$ cat src/rtl/clk_pkg.sv
// ============================================================================
// Module      : clk_pkg
// Description : Shared run-state type and default division ratios for the
//               clock time base and the downstream counter chain.
// Revision    : 1.0
// ============================================================================
`default_nettype none

package clk_pkg;

    typedef enum logic {
        PAUSED  = 1'b0,
        RUNNING = 1'b1
    } run_state_t;

    localparam int DIV_NORMAL_DEF = 50_000_000;
    localparam int DIV_QUICK_DEF  = 500_000;
    localparam int CNT_W_DEF      = 26;

endpackage

`default_nettype wire

$ cat src/rtl/clk_tick_gen_rise_edge.sv
// ============================================================================
// Module      : rise_edge
// Description : Rising-edge detector: one history flop and an AND gate.
// Revision    : 1.0
// ============================================================================
`default_nettype none

module rise_edge #(
    parameter logic RST_VAL = 1'b1
) (
    input  logic clk,
    input  logic rst,
    input  logic d_i,
    output logic rise_o
);

    logic d_q;

    always_ff @(posedge clk) begin
        if (rst) begin
            d_q <= RST_VAL;
        end else begin
            d_q <= d_i;
        end
    end

    assign rise_o = d_i & ~d_q;

endmodule

`default_nettype wire

$ cat src/rtl/clk_tick_gen.sv
// ============================================================================
// Module      : clk_tick_gen
// Description : Time base producing a one-cycle tick and a square wave with
//               normal/quick rates, run/pause, single-step and phase clear.
// Revision    : 1.0
// ============================================================================
`default_nettype none

module clk_tick_gen
    import clk_pkg::*;
#(
    parameter int DIV_NORMAL    = DIV_NORMAL_DEF,
    parameter int DIV_QUICK     = DIV_QUICK_DEF,
    parameter int CNT_W         = CNT_W_DEF,
    parameter bit START_RUNNING = 1'b1
) (
    input  logic clk,
    input  logic rst,
    input  logic quick,
    input  logic toggle,
    input  logic step,
    input  logic clear,
    output logic tick,
    output logic sq_out,
    output logic running
);

    localparam logic [CNT_W-1:0] DIV_N_W   = CNT_W'(DIV_NORMAL);
    localparam logic [CNT_W-1:0] DIV_Q_W   = CNT_W'(DIV_QUICK);
    localparam run_state_t       RST_STATE = START_RUNNING ? RUNNING : PAUSED;

    generate
        if (DIV_NORMAL < 2 || DIV_QUICK < 2 ||
            64'(DIV_NORMAL) >= (64'd1 << CNT_W) ||
            64'(DIV_QUICK)  >= (64'd1 << CNT_W)) begin : g_bad_params
            $error("clk_tick_gen: DIV_NORMAL/DIV_QUICK must be >= 2 and fit in CNT_W bits");
        end
    endgenerate

    run_state_t       state_q;
    logic [CNT_W-1:0] cnt_q;
    logic             tick_q;
    logic             sq_q;
    logic             toggle_q;
    logic             step_q;
    logic             toggle_rise;
    logic             step_rise;
    logic [CNT_W-1:0] div_d;
    logic [CNT_W-1:0] div_m1_d;
    logic [CNT_W-1:0] div_half_d;
    logic             wrap_d;

    // Inputs are registered before edge detection; reset to 1 so a level
    // already high at reset release is not mistaken for a press.
    always_ff @(posedge clk) begin
        if (rst) begin
            toggle_q <= 1'b1;
            step_q   <= 1'b1;
        end else begin
            toggle_q <= toggle;
            step_q   <= step;
        end
    end

    rise_edge #(.RST_VAL(1'b1)) u_toggle_edge (
        .clk    (clk),
        .rst    (rst),
        .d_i    (toggle_q),
        .rise_o (toggle_rise)
    );

    rise_edge #(.RST_VAL(1'b1)) u_step_edge (
        .clk    (clk),
        .rst    (rst),
        .d_i    (step_q),
        .rise_o (step_rise)
    );

    assign div_d      = quick ? DIV_Q_W : DIV_N_W;
    assign div_m1_d   = div_d - 1'b1;
    assign div_half_d = div_d >> 1;
    assign wrap_d     = (cnt_q >= div_m1_d);

    always_ff @(posedge clk) begin
        if (rst) begin
            state_q <= RST_STATE;
            cnt_q   <= '0;
            tick_q  <= 1'b0;
            sq_q    <= 1'b0;
        end else begin
            if (state_q == RUNNING) begin
                sq_q <= (cnt_q < div_half_d);
            end
            if (clear) begin
                cnt_q  <= '0;
                tick_q <= 1'b0;
            end else if (toggle_rise) begin
                state_q <= (state_q == RUNNING) ? PAUSED : RUNNING;
                tick_q  <= 1'b0;
            end else if (state_q == PAUSED) begin
                if (step_rise) begin
                    cnt_q  <= '0;
                    tick_q <= 1'b1;
                end else begin
                    tick_q <= 1'b0;
                end
            end else begin
                cnt_q  <= wrap_d ? '0 : cnt_q + 1'b1;
                tick_q <= wrap_d;
            end
        end
    end

    assign tick    = tick_q;
    assign sq_out  = sq_q;
    assign running = (state_q == RUNNING);

endmodule

`default_nettype wire

$ cat config.mk
export PLATFORM = sky130hd
export DESIGN_NAME = clk_tick_gen
export DESIGN_NICKNAME = d
export VERILOG_FILES = /design/src/rtl/clk_pkg.sv /design/src/rtl/clk_tick_gen_rise_edge.sv /design/src/rtl/clk_tick_gen.sv
export SDC_FILE = /design/constraint.sdc
export NUM_CORES = 1
export LEC_CHECK = 0
export CAP_MARGIN = 20
export CORE_UTILIZATION = 55
export DETAILED_ROUTE_END_ITERATION = 16
export HOLD_SLACK_MARGIN = 0.1
export PLACE_DENSITY = 0.74
export SYNTH_ARGS = -nofsm -noshare
export SYNTH_HDL_FRONTEND = slang
export SYNTH_SLANG_ARGS = --single-unit
$ cat constraint.sdc
create_clock -name clk -period 2.4 [get_ports clk]
set_input_delay 0.36 -clock clk [delete_from_list [all_inputs] [get_ports clk]]
set_output_delay 0.36 -clock clk [all_outputs]
set_load 0.005 [all_outputs]
==> flow_summary.ini <==
[sta]
tns_ns = 0
period_share_pct = 94.2
worstMarginPinSlew_ns = 0.514
period_needed_ns = 2.26
rsz0062_at_grt = false
clock.fmax_ghz = 0.442
relSlewSlack_pct = 65.7
setup_viol = 0
final.setup.worst_slack_ns = 0.139
hold_viol_final = 0
skew_ns = 0.00843
final_max_slew_viol_count = 0

[die]
io_pins = 9
rows = 21
fp.dieH_um = 62.1
die_area_um2 = 3860
core_um2 = 3390
start_util_pct = 58.7
die_w_um = 62.1

[global_routing]
track_usage_pct = 24.2
grt_start_max_net_pins = 14
first_global_vias = 1719
antenna_found_initial = 0
overflow = 0
grt_pass1_wl_mm = 7.42

[placed_design]
routabilityCongestion = 0.881
io_buffer_count = 8
place_ws_ns = -0.420
hpwlAfterDp_mm = 3.14

[cells_and_area]
nets = 271
final_util_pct = 69.5
synthToLayoutAreaGrowth_pct = 18.5
drive_gt1_share_pct = 23.7
nFillCells = 270
n_antenna_cell = 0

[setup_path]
cp_slowest_stage_delay_ns = 0.46
worstSetupStartpointType = flop
required_ns = 2.64
arrival_ns = 2.50
cp_max_fo = 6
slowest_stage = dfxtp_1
path_class = flop to flop
path_common_cell = a211o_1
cp-end-kind = flop
path_cells = ha_1 > a211o_1 > a211o_1 > a221oi_4 > and3_4 > nand2_2 > o31ai_2

[routing]
firstDrtPassIters = 4
viasPerCell = 5.91
routed_wl_mm = 4.41
initialDrtViolationCount = 75
drc_errors = 0
vias = 1721
avgRoutedWirePerCell_um = 15.2
drtAntennaViolNets = 0

[power]
swShare_pct = 23.4
seq_power_share_pct = 55.6
cellPowerDensity_nw_per_um2 = 427
leakagePower_nw = 0.939
intPower_mw = 0.771
comb_power_share_pct = 9.4
p_clk_share_pct = 35.0
vdd_ir_drop_max_mv = 0.321
switchingPower_mw = 0.236

[outcome]
status = finished clean

[synth]
synth_top_area_cell = dfxtp_1
syn_inst = 217
synth_ff_type = dfxtp_1
synth-seq-cells = 33
synth_warnings = 0
yosysMostFrequentCell = dfxtp_1
synth_common_cells = dfxtp_1 (33), nor2_1 (29), ha_1 (21), xnor2_1 (15), nand3_1 (11)
synthArstFlopShare_pct = 0
avgSynthCellArea_um2 = 9.16
synth.top_cell.area_share_pct = 33.2
syn-num-nets = 244
synth.distinct_cells = 48
yosys-top-cells-area = dfxtp_1 (33%), ha_1 (13%), xnor2_1 (6.6%)
synth_edf_count = 0
syn-cell-area_um2 = 1990
yosysSeqAreaShare_pct = 33.2

[run]
timing.max_cap.violations = 0

[clock_network]
clkTransAtPathRegs_ns = 0.10
cts.path.max_buffers = 2
h-tree-depth = 2
cts_buffers = 5
clkLatencyLatePin_ns = 0.33
cts.sinks = 33
cts_tree = built
root_buffer = clkbuf_4

[min_path]
holdCritPathClass = flop to flop
==> power by group through the flow <==
| stage | clock network [mW] | logic (mW) | registers, mW |
|---|---|---|---|
| detailed placement | 0 | 0.0817 | 0.572 |
| global route | 0.398 | 0.104 | 0.561 |
| floorplan | 0 | 0.0413 | 0.571 |
| global placement | 0 | 0.0772 | 0.572 |
| CTS | 0.364 | 0.0825 | 0.560 |
| finish | 0.352 | 0.0949 | 0.560 |
==> layout by cell type (no fill, tap or decap), drive strengths merged, types with 8 or more instances in the layout <==
master,n
ha,21
dfxtp,33
nor2,33
and3,8
xnor2,15
nand3,12
buf,15
nand2,10
==> worst max-delay path: cells and delay by family (launching register included) <==
family | cells | cell delay [ns]
AOI/OAI and AO/OA | 4 | 1.09
DFF | 1 | 0.46
and+or+nand+nor | 2 | 0.33
adders and majority gates | 1 | 0.29
==> kinds of logic (layout without fill, tap and decap cells) <==
| group | count (synthesis) | count (layout) | synth area share [%] |
|---|---|---|---|
| AOI/OAI and AO/OA | 35 | 35 | 13.3 |
| xor gates and xnor gates | 21 | 21 | 9.25 |
| adders and majority gates | 21 | 21 | 13.2 |
| buffers and inverters | 10 | 38 | 2.39 |
| DFF | 33 | 33 | 33.2 |
| and+or+nand+nor | 97 | 97 | 28.6 |
==> worst paths after layout <==
path / startpoint / to / slack (ns) / cells past startpoint
worst max-delay path: cnt_q[23]$_SDFFE_PP0P_ / cnt_q[3]$_SDFFE_PP0P_ / 0.14 / 7
worst min-delay path: step_q$_SDFF_PP1_ / u_step_edge.d_q$_SDFF_PP1_ / 0.44 / 1
worst max register to register: cnt_q[23]$_SDFFE_PP0P_ / cnt_q[3]$_SDFFE_PP0P_ / 0.14 / 7
worst min register to register: step_q$_SDFF_PP1_ / u_step_edge.d_q$_SDFF_PP1_ / 0.44 / 1
==> metrics by stage <==
| step | hold slack [ns] | power (mW) | instance area (µm²) | cells |
|---|---|---|---|---|
| 3_5_place_dp | 0.424 | 0.654 | 2190 | 280 |
| 6_report | 0.441 | 1.01 | 2360 | 291 |
| 3_3_place_gp | 0.416 | 0.649 | 2190 | 280 |
| 5_1_grt | 0.481 | 1.06 | 2360 | 291 |
| 2_1_floorplan | 0.405 | 0.613 | 1990 | 217 |
| 4_1_cts | 0.446 | 1.01 | 2270 | 288 |
==> sequential cells by signal, summed over array words and instances (netlist names) <==
name               flops
running                1
u_toggle_edge.d_q      1
step_q                 1
toggle_q               1
cnt_q                 26
u_step_edge.d_q        1
tick                   1
sq_out                 1
==> layout make-up <==
class	count	area [µm²]	area share, %
clock buffer	7	65.1	2.76
clock inverter	1	5.00	0.212
multi-input combinational	174	1340	56.9
tap	46	57.6	2.44
timing repair buffer	23	200	8.50
sequential	33	661	28.0
inverter	7	26.3	1.12
==> metal layers <==
metal | wire length (µm) | part of all wire, % | GRT usage [%] | vias up
met4 | 97 | 2.2 | 10.5 | 0
met3 | 174 | 3.9 | 5.88 | 10
met2 | 2160 | 49 | 40.9 | 44
li1 | - | - | - | 849
met1 | 1980 | 45 | 29.1 | 818
met5 | 0 | 0 | 0 | -
==> what timing repair did <==
item,CTS,global route
cloned,0,2
gates resized for setup,2,14
pin swaps,2,3
setup buffers,0,1
setup endpoints to repair,5,25
hold buffers,0,0
endpoints found under the hold margin,0,0
No activity file was read; power rests on OpenSTA's default activity.
==> variant 1: new RTL, config.mk and constraints unchanged <==
Change the parameter `START_RUNNING` from 1'b1 to 1'b0.
--- a/src/rtl/clk_tick_gen.sv
+++ b/src/rtl/clk_tick_gen.sv
@@ -12,7 +12,7 @@
     parameter int DIV_NORMAL    = DIV_NORMAL_DEF,
     parameter int DIV_QUICK     = DIV_QUICK_DEF,
     parameter int CNT_W         = CNT_W_DEF,
-    parameter bit START_RUNNING = 1'b1
+    parameter bit START_RUNNING = 1'b0
 ) (
     input  logic clk,
     input  logic rst,
Behaviour: not the same (a bounded check fails within 4 cycles, from zero or initial values and one cycle with rst high).
==> variant 1 against the original RTL <==
- power is 6.1% lower
- worst hold slack better by 0.0098 ns
- wire length is 0.16% higher
- synthesized area is 0.57% higher
- setup slack better by 0.097 ns
- clock power is 12% lower
- cell area is 2.9% lower
- sequential cell count stayed put
- non-clock buffer count is 1 higher
- highest routed layer unchanged
==> variant 1: results (changes against the original RTL) <==
total CTS buffers -> 5 (unchanged)
slowest CP cell -> dfxtp_1
worst min path class -> reg2reg
Post-synth ARST share -> 0% (unchanged)
GR Util met3 -> 5.70% (-0.18 points)
largest net degree at the start of global routing -> 13 (-1)
worst path arrival time -> 2.45 ns (-0.05 ns)
skew final -> 0.00991 ns (+0.00147 ns)
Max VDD drop -> 349 µV (+8.8%)
total leakage power -> 0.911 nW (-3.0%)
met2 Use GR -> 43.1% (+2.2 points)
sequential-to-total area share from yosys stat -> 33.0% (-0.19 points)
Final HPWL DP -> 3280 µm (+4.5%)
Clock Tree Buf Depth -> 2 (unchanged)
drt initial violations -> 66 (-12%)
Post-layout nets -> 272 (+0.37%)
first-pass GRT wire length -> 7650 µm (+3.1%)
status -> completed
clock slew at reported path FFs -> 0.10 ns (about the same)
most frequent cells after synthesis -> dfxtp_1 (33), nor2_1 (29), ha_1 (21), xnor2_1 (15), nand3_1 (11)
Clock Latency Late Sink -> 0.35 ns (+0.02 ns)
placed cell count -> 281 (+0.36%)
vias -> 1,733 (+0.70%)
Critical Path Fanout Max -> 9 (+3)
library cells used by synthesis -> 50 (+4.2%)
routability cong. -> 0.873 (-0.93%)
cell count after synthesis -> 218 (+0.46%)
Pint -> 0.000705 W (-8.6%)
Area contributors post-synth -> dfxtp_1 (33%), ha_1 (13%), xnor2_1 (6.6%)
# port buffers -> 8 (unchanged)
final WL -> 4420 µm (+0.16%)
layout cells sized above 1 -> 20.7% (-2.9 points)
gr usage total -> 25.0% (+0.73 points)
Rel. slew slack -> 62.6% (-3.1 points)
GR Util met1 -> 28.6% (-0.51 points)
H-tree Lvls -> 2 (unchanged)
Syn Nets -> 245 (+0.41%)
max incr delay on CP -> 0.46 ns (about the same)
Post-Layout Cell Count -> 292 (+0.34%)
variant 1: cell count changes in the layout (fill, tap and decap cells not counted), sizes merged:
cell	before	now
a21oi	6	7
buf	15	16
clkbuf	7	6
clkinv	1	2
nor3	6	5
or3	0	1
or3b	2	1
variant 1: metal layers:
| layer | vias to the layer above | part of all wire, % |
|---|---|---|
| met5 | - | 0 |
| met4 | 0 | 2.1 |
| li1 | 849 | - |
| met2 | 39 | 50 |
| met1 | 835 | 44 |
| met3 | 10 | 3.9 |
variant 1: cells by family (layout without fill, tap and decap cells):
logic type,count (synthesis),after routing,share of synthesized area [%]
buffers and inverters,11,39,2.88
and+or+nand+nor,96,96,28.2
AOI/OAI and AO/OA,36,36,13.5
DFF,33,33,33.0
adders and majority gates,21,21,13.1
xor gates and xnor gates,21,21,9.20
variant 1: power by group through the flow:
stage / clock (W) / combinational (W) / sequential (W)
floorplan: 0 / 0.0000410 / 0.000567
global placement: 0 / 0.0000723 / 0.000567
detailed placement: 0 / 0.0000764 / 0.000567
CTS: 0.000317 / 0.0000767 / 0.000555
global route: 0.000343 / 0.0000910 / 0.000555
finish: 0.000308 / 0.0000825 / 0.000555
variant 1: metrics by stage:
stage               worst slack, ns  utilization [%]  total power, W  area (µm²)  hold WS [ns]
global route                 0.0701             67.0        0.000989        2290         0.470
detailed placement           -0.348             64.5        0.000644        2200         0.422
CTS                          0.0193             66.0        0.000948        2250         0.456
global placement             -0.276             64.5        0.000639        2200         0.417
finish                        0.236             67.0        0.000945        2290         0.451
floorplan                     0.408                -        0.000608        2000         0.405
variant 1: critical path, delay by kind of cell (launching register included):
kind / cells / cell delay, ns
buffers and inverters: 1 / 0.18
AND/OR/NAND/NOR: 2 / 0.30
adder cells (fa/ha/maj): 1 / 0.29
AO/OA/AOI/OAI: 4 / 0.86
flip-flops: 1 / 0.46
variant 1: cell type report:
| cell class | instances | area (µm²) |
|---|---|---|
| multi-input cells | 174 | 1280 |
| fillers | 283 | 1130 |
| flip-flops and latches | 33 | 661 |
| repair buffers | 24 | 208 |
| well taps | 46 | 57.6 |
| clock buffers | 6 | 41.3 |
| inverters | 7 | 26.3 |
| clock inverters | 2 | 10.0 |
variant 1: final timing paths:
path	slack, ns	to	start	cells after the start
setup / recovery	0.24	cnt_q[11]$_SDFFE_PP0P_	cnt_q[23]$_SDFFE_PP0P_	8
hold / removal	0.45	u_toggle_edge.d_q$_SDFF_PP1_	toggle_q$_SDFF_PP1_	1
setup reg to reg	0.24	cnt_q[11]$_SDFFE_PP0P_	cnt_q[23]$_SDFFE_PP0P_	8
hold reg to reg	0.45	u_toggle_edge.d_q$_SDFF_PP1_	toggle_q$_SDFF_PP1_	1
variant 1: what timing repair did:
item	CTS	global route
hold endpoints to repair	0	0
setup buffers	0	2
endpoints found under the setup margin	0	26
resized for setup	0	5
==> variant 2: new RTL, same settings <==
Made on the original files. Register the inputs `quick`, `toggle`, `step` and `clear` before use. The logic sees them one clock later.
--- a/src/rtl/clk_tick_gen.sv
+++ b/src/rtl/clk_tick_gen.sv
@@ -29,6 +29,18 @@
     localparam logic [CNT_W-1:0] DIV_Q_W   = CNT_W'(DIV_QUICK);
     localparam run_state_t       RST_STATE = START_RUNNING ? RUNNING : PAUSED;
 
+    logic quick_q;
+    logic toggle_r;
+    logic step_r;
+    logic clear_q;
+
+    always_ff @(posedge clk) begin
+        quick_q  <= quick;
+        toggle_r <= toggle;
+        step_r   <= step;
+        clear_q  <= clear;
+    end
+
     generate
         if (DIV_NORMAL < 2 || DIV_QUICK < 2 ||
             64'(DIV_NORMAL) >= (64'd1 << CNT_W) ||
@@ -57,8 +69,8 @@
             toggle_q <= 1'b1;
             step_q   <= 1'b1;
         end else begin
-            toggle_q <= toggle;
-            step_q   <= step;
+            toggle_q <= toggle_r;
+            step_q   <= step_r;
         end
     end
 
@@ -76,7 +88,7 @@
         .rise_o (step_rise)
     );
 
-    assign div_d      = quick ? DIV_Q_W : DIV_N_W;
+    assign div_d      = quick_q ? DIV_Q_W : DIV_N_W;
     assign div_m1_d   = div_d - 1'b1;
     assign div_half_d = div_d >> 1;
     assign wrap_d     = (cnt_q >= div_m1_d);
@@ -91,7 +103,7 @@
             if (state_q == RUNNING) begin
                 sq_q <= (cnt_q < div_half_d);
             end
-            if (clear) begin
+            if (clear_q) begin
                 cnt_q  <= '0;
                 tick_q <= 1'b0;
             end else if (toggle_rise) begin
Formal check against the unedited RTL: not equivalent (Yosys sat finds a counterexample within 4 cycles, from zero or initial values and one cycle with rst high).
==> variant 2 against the original RTL <==
- synthesized area increased by 4.0%
- non-clock buffer count is 9 lower
- clock power up 21%
- sequential cell count is 4 higher
- global-route usage grew 0.42 points
- combinational power down 21%
- cell area shrank 1.5%
- power up 13%
- wire length decreased by 0.34%
- count of clock-buffer cells in the layout decreased by 2
- setup slack improved by 0.023 ns
- fmax rose by 1.0%
- critical path depth grew 1
==> variant 2: results (changes against the original RTL) <==
slowest CP cell -> dfxtp_2
Hold Path Origin -> step_r$_DFF_P_
via/cell ratio -> 5.98 (+1.1%)
Post-CTS Resized -> 0 (-2)
Area contributors post-synth -> dfxtp_1 (36%), ha_1 (13%), xnor2_1 (6.4%)
sequential-to-total area share from yosys stat -> 35.8% (+2.6 points)
Final Critical Period -> 2.24 ns (-0.0233 ns)
Worst Reg-to-Reg Cells -> 8 (+1)
skew final -> 0.00596 ns (-0.00248 ns)
Post-Layout Cell Count -> 286 (-1.7%)
placed cell areas -> 0.00223 mm² (+1.6%)
largest net degree at the start of global routing -> 22 (+8)
RR Endpoint -> cnt_q[3]$_SDFFE_PP0P_
r2r setup slk -> 0.16 ns (+0.02 ns)
Final HPWL DP -> 3200 µm (+1.9%)
GR Util met3 -> 5.98% (+0.096 points)
fillers -> 294 (+8.9%)
first-pass GRT wire length -> 7670 µm (+3.3%)
Clock Latency Late Sink -> 0.30 ns (-0.03 ns)
Rel. slew slack -> 64.5% (-1.3 points)
DP Worst Slack -> 0.140 ns (+0.560 ns)
total setup buffers inserted after CTS -> 0 (unchanged)
final WL -> 4400 µm (-0.34%)
placed cell count -> 278 (-0.71%)
max incr delay on CP -> 0.36 ns (-0.10 ns)
layout cells sized above 1 -> 16.7% (-7.0 points)
routability cong. -> 0.870 (-1.3%)
mean post-synth cell area -> 9.36 µm² (+2.1%)
GR Util met1 -> 29.3% (+0.20 points)
clock tree root buffer cell -> clkbuf_8
H-tree Lvls -> 2 (unchanged)
clock slew at reported path FFs -> 0.07 ns (-0.03 ns)
Crit Reg-Reg Startpoint -> quick_q$_DFF_P_
gr usage total -> 24.6% (+0.42 points)
Max VDD drop -> 417 µV (+30%)
Syn Nets -> 248 (+1.6%)
final core occ -> 66.9% (-2.6 points)
drt initial violations -> 147 (+96%)
most frequent cells after synthesis -> dfxtp_1 (37), nor2_1 (29), ha_1 (21), xnor2_1 (15), nand3_1 (11)
Post-layout nets -> 266 (-1.8%)
total leakage power -> 0.919 nW (-2.2%)
Hold EP -> step_q$_SDFF_PP1_
final hold slack -> 0.418 ns (-0.0233 ns)
vias in the first global route -> 1,711 (-0.47%)
status -> completed
Critical Path Fanout Max -> 6 (unchanged)
met2 Use GR -> 40.2% (-0.77 points)
variant 2: cell types whose count changed after synthesis, sizes merged:
cell,delta
dfxtp,+4
variant 2: final cells by class:
cell class	count	share of cell area, %
Timing Repair Buffer	14	5.55
Clock inverter	3	0.755
Clock buffer	5	2.96
Sequential cell	37	32.0
Inverter	7	1.13
Multi-Input combinational cell	174	55.1
Tap cell	46	2.48
variant 2: power by group:
part / internal, W / leakage, nW / switching (W)
sequential: 0.000624 / 0.301 / 0.00000848
combinational: 0.0000349 / 0.574 / 0.0000398
clock: 0.000200 / 0.0439 / 0.000226
variant 2: worst max path at each step:
| stage | from | to | slack [ns] | cells past startpoint |
|---|---|---|---|---|
| after floorplan | quick_q$_DFF_P_ | cnt_q[3]$_SDFFE_PP0P_ | 0.12 | 8 |
| after global placement | quick_q$_DFF_P_ | cnt_q[20]$_SDFFE_PP0P_ | 0.22 | 9 |
| after detailed placement | quick_q$_DFF_P_ | cnt_q[11]$_SDFFE_PP0P_ | 0.14 | 9 |
| after CTS | quick_q$_DFF_P_ | cnt_q[11]$_SDFFE_PP0P_ | 0.09 | 9 |
| after global routing | quick_q$_DFF_P_ | cnt_q[11]$_SDFFE_PP0P_ | 0.04 | 9 |
| final | quick_q$_DFF_P_ | cnt_q[3]$_SDFFE_PP0P_ | 0.16 | 8 |
variant 2: cell families (layout without fill, tap and decap cells):
logic type	count (synthesis)	count (layout)	synth area share, %
and+or+nand+nor	97	97	27.5
DFF	37	37	35.8
AOI/OAI and AO/OA	35	35	12.8
adders and majority gates	21	21	12.7
xor gates and xnor gates	21	21	8.89
buffers and inverters	10	29	2.30
variant 2: metal layers:
metal	vias up	share of wire [%]
met1	820	46
met2	38	48
met3	13	3.4
met5	-	0
li1	839	-
met4	0	2.8
